File: config.mk
export PLATFORM = sky130hd
export DESIGN_NAME = uart_tx_scheduler
export DESIGN_NICKNAME = d
export VERILOG_FILES = /design/src/rtl/uart_pkg.sv /design/src/rtl/uart_rr_arbiter.sv /design/src/rtl/uart_tx_scheduler.sv
export SDC_FILE = /design/constraint.sdc
export NUM_CORES = 1
export LEC_CHECK = 0
export BUFFER_PORTS_ARGS = -buffer_cell sky130_fd_sc_hd__buf_2
export CORE_AREA = 3 3 75 77
export DETAILED_ROUTE_END_ITERATION = 10
export DIE_AREA = 0 0 78 80
export GPL_TIMING_DRIVEN = 0
export PLACE_DENSITY = 0.87
export SYNTH_ARGS = -nofsm -noshare
export SYNTH_HDL_FRONTEND = slang
export SYNTH_HIERARCHICAL = 1
export SYNTH_SLANG_ARGS = --single-unit
File: constraint.sdc
create_clock -name clk -period 2.5 [get_ports clk]
set_input_delay 0.125 -clock clk [delete_from_list [all_inputs] [get_ports clk]]
set_output_delay 0.125 -clock clk [all_outputs]
set_load 0.02 [all_outputs]
File: src/rtl/uart_pkg.sv
`default_nettype none
// ============================================================================
//  Module      : uart_pkg
//  Description : Shared types and helpers for the UART transmit scheduler:
//                2-bit FSM state encoding, default byte width, width helpers.
//  Revision    : 1.0 - initial release
// ============================================================================
package uart_pkg;

    // Default byte width, matches the UART txin port
    localparam int c_data_w_default = 8;

    // Scheduler FSM state encoding
    localparam logic [1:0] c_st_idle      = 2'd0;
    localparam logic [1:0] c_st_launch    = 2'd1;
    localparam logic [1:0] c_st_wait_done = 2'd2;
    localparam logic [1:0] c_st_gap       = 2'd3;

    // Width of a requester index; never narrower than one bit
    function automatic int id_width(input int n);
        return (n > 1) ? $clog2(n) : 1;
    endfunction

    // Width of a counter that must hold max_val; never narrower than one bit
    function automatic int cnt_width(input int max_val);
        return (max_val > 0) ? $clog2(max_val + 1) : 1;
    endfunction

endpackage
`default_nettype wire

File: src/rtl/uart_rr_arbiter.sv
`default_nettype none
// ============================================================================
//  Module      : uart_rr_arbiter
//  Description : Combinational round-robin pick. Scans ptr, ptr+1, ...
//                (mod N_REQ) and returns the first asserted request.
//  Revision    : 1.0 - initial release
// ============================================================================
module uart_rr_arbiter
    import uart_pkg::*;
#(
    parameter int N_REQ = 4
) (
    input  logic [N_REQ-1:0]           req,
    input  logic [id_width(N_REQ)-1:0] ptr,
    output logic [id_width(N_REQ)-1:0] grant,
    output logic                       found
);

    localparam int c_id_w = id_width(N_REQ);

    // Walk offsets from farthest to nearest so the nearest request to ptr wins
    always_comb begin : p_scan
        int                w_idx;
        logic [c_id_w-1:0] w_sel;
        grant = '0;
        found = 1'b0;
        w_idx = 0;
        w_sel = '0;
        for (int k = N_REQ - 1; k >= 0; k--) begin
            w_idx = int'(ptr) + k;
            if (w_idx >= N_REQ) begin
                w_idx = w_idx - N_REQ;
            end
            w_sel = w_idx[c_id_w-1:0];
            if (req[w_sel]) begin
                grant = w_sel;
                found = 1'b1;
            end
        end
    end

endmodule
`default_nettype wire

File: src/rtl/uart_tx_scheduler.sv
`default_nettype none
// ============================================================================
//  Module      : uart_tx_scheduler
//  Description : Shares one UART transmitter between N_REQ byte requesters.
//                Round-robin grant, start pulse, data hold until txdone,
//                inter-frame gap, and a watchdog that aborts hung frames.
//  Revision    : 1.0 - initial release
// ============================================================================
module uart_tx_scheduler
    import uart_pkg::*;
#(
    parameter int N_REQ      = 4,
    parameter int DATA_W     = c_data_w_default,
    parameter int GAP_CYCLES = 16,
    parameter int TIMEOUT    = 20000
) (
    input  logic                       clk,
    input  logic                       rst_n,
    input  logic [N_REQ-1:0]           req_valid,
    input  logic [N_REQ*DATA_W-1:0]    req_data,
    output logic [N_REQ-1:0]           req_ack,
    output logic [N_REQ-1:0]           req_done,
    output logic                       uart_start,
    output logic [DATA_W-1:0]          uart_txin,
    input  logic                       uart_txdone,
    output logic [id_width(N_REQ)-1:0] grant_id,
    output logic                       busy,
    output logic                       err_timeout
);

    localparam int c_id_w  = id_width(N_REQ);
    localparam int c_wd_w  = cnt_width(TIMEOUT);
    localparam int c_gap_w = cnt_width(GAP_CYCLES);

    localparam logic [c_id_w-1:0]  c_id_one   = c_id_w'(1);
    localparam logic [c_id_w-1:0]  c_id_last  = c_id_w'(N_REQ - 1);
    localparam logic [c_wd_w-1:0]  c_wd_one   = c_wd_w'(1);
    localparam logic [c_wd_w-1:0]  c_wd_last  = c_wd_w'((TIMEOUT > 0) ? TIMEOUT - 1 : 0);
    localparam logic [c_gap_w-1:0] c_gap_one  = c_gap_w'(1);
    // A gap of zero or one cycle both leave GAP after a single cycle
    localparam logic [c_gap_w-1:0] c_gap_last = c_gap_w'((GAP_CYCLES > 1) ? GAP_CYCLES - 1 : 0);

    logic [1:0]          r_state;
    logic [c_id_w-1:0]   r_ptr;
    logic [c_id_w-1:0]   r_grant_id;
    logic [DATA_W-1:0]   r_txin;
    logic [N_REQ-1:0]    r_ack;
    logic [N_REQ-1:0]    r_done;
    logic                r_start;
    logic                r_busy;
    logic                r_err;
    logic [c_wd_w-1:0]   r_wd;
    logic [c_gap_w-1:0]  r_gap_cnt;

    logic [c_id_w-1:0]   w_grant;
    logic                w_found;
    logic [DATA_W-1:0]   w_lane [N_REQ];
    logic [DATA_W-1:0]   w_sel_data;
    logic [N_REQ-1:0]    w_grant_oh;
    logic [c_id_w-1:0]   w_ptr_next;

    uart_rr_arbiter #(
        .N_REQ (N_REQ)
    ) u_arb (
        .req   (req_valid),
        .ptr   (r_ptr),
        .grant (w_grant),
        .found (w_found)
    );

    // Split the flat data bus into per-requester lanes
    for (genvar g = 0; g < N_REQ; g++) begin : g_lane
        assign w_lane[g] = req_data[g*DATA_W +: DATA_W];
    end

    // Byte of the winner, one-hot of the active grant, and the next rr pointer
    always_comb begin
        w_sel_data             = w_lane[w_grant];
        w_grant_oh             = '0;
        w_grant_oh[r_grant_id] = 1'b1;
        w_ptr_next             = (r_grant_id == c_id_last) ? '0 : r_grant_id + c_id_one;
    end

    // Scheduler FSM with registered handshake, data and status outputs
    always_ff @(posedge clk or negedge rst_n) begin
        if (!rst_n) begin
            r_state    <= c_st_idle;
            r_ptr      <= '0;
            r_grant_id <= '0;
            r_txin     <= '0;
            r_ack      <= '0;
            r_done     <= '0;
            r_start    <= 1'b0;
            r_busy     <= 1'b0;
            r_err      <= 1'b0;
            r_wd       <= '0;
            r_gap_cnt  <= '0;
        end else begin
            r_start <= 1'b0;
            r_ack   <= '0;
            r_done  <= '0;
            case (r_state)
                c_st_idle: begin
                    if (w_found) begin
                        r_grant_id <= w_grant;
                        r_txin     <= w_sel_data;
                        r_busy     <= 1'b1;
                        r_state    <= c_st_launch;
                    end
                end
                c_st_launch: begin
                    r_start <= 1'b1;
                    r_ack   <= w_grant_oh;
                    r_wd    <= '0;
                    r_state <= c_st_wait_done;
                end
                c_st_wait_done: begin
                    // txdone is checked first so it wins over a same-cycle expiry
                    if (uart_txdone) begin
                        r_done    <= w_grant_oh;
                        r_ptr     <= w_ptr_next;
                        r_gap_cnt <= '0;
                        r_state   <= c_st_gap;
                    end else if (r_wd == c_wd_last) begin
                        r_err     <= 1'b1;
                        r_ptr     <= w_ptr_next;
                        r_gap_cnt <= '0;
                        r_state   <= c_st_gap;
                    end else if (r_wd != '1) begin
                        r_wd <= r_wd + c_wd_one;
                    end
                end
                c_st_gap: begin
                    if (r_gap_cnt == c_gap_last) begin
                        r_busy  <= 1'b0;
                        r_state <= c_st_idle;
                    end else if (r_gap_cnt != '1) begin
                        r_gap_cnt <= r_gap_cnt + c_gap_one;
                    end
                end
                default: begin
                    r_busy  <= 1'b0;
                    r_state <= c_st_idle;
                end
            endcase
        end
    end

    assign req_ack     = r_ack;
    assign req_done    = r_done;
    assign uart_start  = r_start;
    assign uart_txin   = r_txin;
    assign grant_id    = r_grant_id;
    assign busy        = r_busy;
    assign err_timeout = r_err;

endmodule
`default_nettype wire
==> results.py <==
metrics = {
    "finish": {
        "fin_cells": 378,
        "n_antenna_cell": 0,
        "nNetsFinal": 360,
        "syn2layout_area_growth_pct": 18.2,
        "drive_gt1_share_pct": 33.4,
        "final_area_sq_um": 3160,
    },
    "run_status": {
        "violations": "hold timing",
        "status": "complete, but fails checks",
    },
    "clock_tree": {
        "cts_made_buffers": 5,
        "cts-resized-gates": 0,
        "cts.clk_slew.worst_paths_ps": 90,
        "clk_path_buf_depth": 2,
        "clockRootBuffer": "clkbuf_8",
        "postCtsHoldBufs": 0,
        "cts_tree": "yes",
        "cts.sinks": 45,
        "post_cts_buffers": 0,
        "clk_latency_ps": 300,
        "htree_levels": 2,
    },
    "power_and_ir_drop": {
        "comb_power_share_pct": 45.6,
        "p_switching_mw": 1.19,
        "pwr-share-seq_pct": 36.3,
        "vdd_ir_drop_max_mv": 0.742,
        "p_int_mw": 1.81,
        "power.leakage_nw": 1.48,
        "clkPwrFrac_pct": 18.1,
        "p_sw_share_pct": 39.7,
        "p_per_area_nw_per_um2": 947,
    },
    "grt": {
        "grt_pass1_vias": 2213,
        "overflow": 0,
        "grt_pass1_wl_microns": 10300,
        "antenna_found_initial": 0,
        "grt_max_degree": 46,
        "grt_use_total_pct": 20.3,
    },
    "timing": {
        "fmax_mhz": 459,
        "finalSetupViolCount": 0,
        "period_needed_ps": 2180,
        "rsz0062_at_grt": "no",
        "post-route-period-util_pct": 87.1,
        "fin_hold_ws_ps": -25.3,
        "slew_violations": 0,
        "hold_viol": 32,
        "slew_headroom_pct": 34.3,
        "tns_ps": 0,
        "skew_ps": 7.31,
        "tightest_slew_ps": 986,
    },
    "routing": {
        "finalWirelength_microns": 5970,
        "vias": 2202,
        "via_per_inst": 5.83,
        "detail-route-antenna-nets": 0,
        "dr.first_iter.drc_count": 207,
        "drc_errors": 0,
        "routedWlPerCell_microns": 15.8,
        "dr.pass1.iters": 4,
    },
    "synthesis": {
        "syn_area_sq_um": 2680,
        "yosysTopAreaCellShare_pct": 42.1,
        "yosys.area.top_type": "dfrtp_1",
        "synth.net_count": 294,
        "yosys-top-cells-count": "45 x dfrtp_1, 19 x nand2_1, 13 x ha_1, 13 x mux2_2",
        "synth.area.top_cells": "dfrtp_1 42%, mux4_2 6.7%, ha_1 6.1%",
        "yosysWarnings": 6,
        "async_flop_share_pct": 100,
        "ys_ff_latch": 45,
        "synth_ff_type": "dfrtp_1",
        "avgSynthCellArea_sq_um": 11.1,
        "synth_edf_count": 0,
        "seq_area_frac_synth_pct": 42.1,
        "synth_most_common_cell": "dfrtp_1",
        "synthCells": 242,
        "yosys.cell_types.count": 56,
    },
    "worst_setup_path": {
        "path_buf_inv": 3,
        "cp_max_fo": 10,
        "cp_slowest_cell": "clkbuf_1",
        "timing.critical_path.from": "r_state[0]$_DFFE_PN0P_",
        "crit_required_ps": 2700,
        "cpMostUsedCell": "clkbuf_1",
        "path_class": "register to register",
        "end_kind": "register",
        "rr_startpoint": "r_state[0]$_DFFE_PN0P_",
        "max_stage_delay_ps": 440,
        "worst_setup_path_start_kind": "register",
        "crit_chain": "inv_1 > ha_1 > clkbuf_1 > clkbuf_1 > o21ai_0 > o22a_1",
        "cp_top_family": "buffers and inverters",
        "worstPathArrival_ps": 2380,
    },
    "placed_design": {
        "placed_area_sq_um": 3060,
        "hpwl_microns": 4400,
        "place.gp.congestion": 0.887,
        "post-place-cells": 371,
        "port-buffer-count": 59,
    },
    "min_path": {
        "worstHoldPathType": "input port to asynchronous set/reset pin",
    },
    "die": {
        "die_h_microns": 80,
        "die_area_sq_um": 6240,
        "die_w_microns": 78,
        "row_count": 26,
        "start_util_pct": 52.7,
        "io_pins": 60,
        "fp.coreArea_sq_um": 5070,
    },
    "flow_run": {
        "drv_cap": 0,
    },
}
## final cells by class
| class | count | area [sq um] |
|---|---|---|
| clock buffer | 5 | 68.8 |
| clock inverter | 2 | 35.0 |
| tap | 70 | 87.6 |
| inverter | 11 | 41.3 |
| multi-input combinational | 178 | 1470 |
| fill | 399 | 1910 |
| sequential | 45 | 1130 |
| timing repair buffer | 59 | 295 |
| buffer | 8 | 38.8 |
## power groups by stage
stage	clock, mW	combinational, mW	sequential, mW
final	0.543	1.37	1.09
after global routing	0.568	1.50	1.12
after CTS	0.547	1.37	1.08
after detailed placement	0	1.37	1.09
after global placement	0	1.32	1.08
after floorplan	0	0.840	1.21
## kinds of logic (layout without fill, tap and decap cells)
group | count (synthesis) | count (layout) | share of synthesized area [%]
AO/OA/AOI/OAI | 46 | 46 | 14.0
adder cells (fa/ha/maj) | 13 | 13 | 6.08
buffers and inverters | 19 | 85 | 2.99
flip-flops | 45 | 45 | 42.1
multiplexers | 26 | 26 | 14.1
AND/OR/NAND/NOR | 93 | 93 | 20.8
## path summary, 6_finish.rpt
kind | cells after the start | slack (ps) | endpoint
setup / recovery | 6 | 320 | r_wd[7]$_DFFE_PN0P_
hold reg to reg | 1 | 460 | err_timeout$_DFFE_PN0P_
hold / removal | 1 | -30 | r_wd[6]$_DFFE_PN0P_
setup reg to reg | 6 | 320 | r_wd[7]$_DFFE_PN0P_
min in group clk | 4 | 230 | r_wd[14]$_DFFE_PN0P_
max in group asynchronous | 1 | 1910 | err_timeout$_DFFE_PN0P_
## routing by layer
metal / GRT usage (%) / up-vias / routed length, microns
met5: 0 / - / 0
met4: 4.90 / 0 / 65
met3: 3.84 / 8 / 326
met2: 35.3 / 72 / 3050
met1: 26.4 / 1085 / 2520
li1: - / 1037 / -
## registers in the layout (all words and copies together) (netlist names)
| register | flops |
|---|---|
| r_gap_cnt | 5 |
| r_state | 2 |
| req_done | 4 |
| r_ptr | 2 |
| uart_txin | 8 |
| uart_start | 1 |
| err_timeout | 1 |
| r_wd | 15 |
| req_ack | 4 |
| busy | 1 |
| grant_id | 2 |
## per-stage QoR
stage	hold slack, ps	total power, mW	worst slack (ps)	utilization (%)
6_report	-25.3	2.99	323	62.3
5_1_grt	59.5	3.18	159	62.3
4_1_cts	14.9	3.00	333	62.3
3_5_place_dp	343	2.46	368	60.3
3_3_place_gp	337	2.40	379	60.3
2_1_floorplan	-171	2.05	596	-
## cell usage in the layout (no fill, tap or decap), types with 5 or more instances in the layout
cell,netlist,routed
buf_2,1,60
dfrtp_1,45,45
nand2_1,19,19
mux2_2,13,13
ha_1,13,13
inv_1,11,11
nand3_1,11,11
and3_1,9,9
nor2_1,9,9
mux4_2,8,8
and2_1,7,7
nor3_1,7,7
o211ai_1,7,7
clkbuf_1,6,6
a21oi_1,5,5
nand2b_1,5,5
mux2i_1,5,5
o21ai_0,5,5
clkbuf_8,0,5
(Power assumes the default switching activity.)
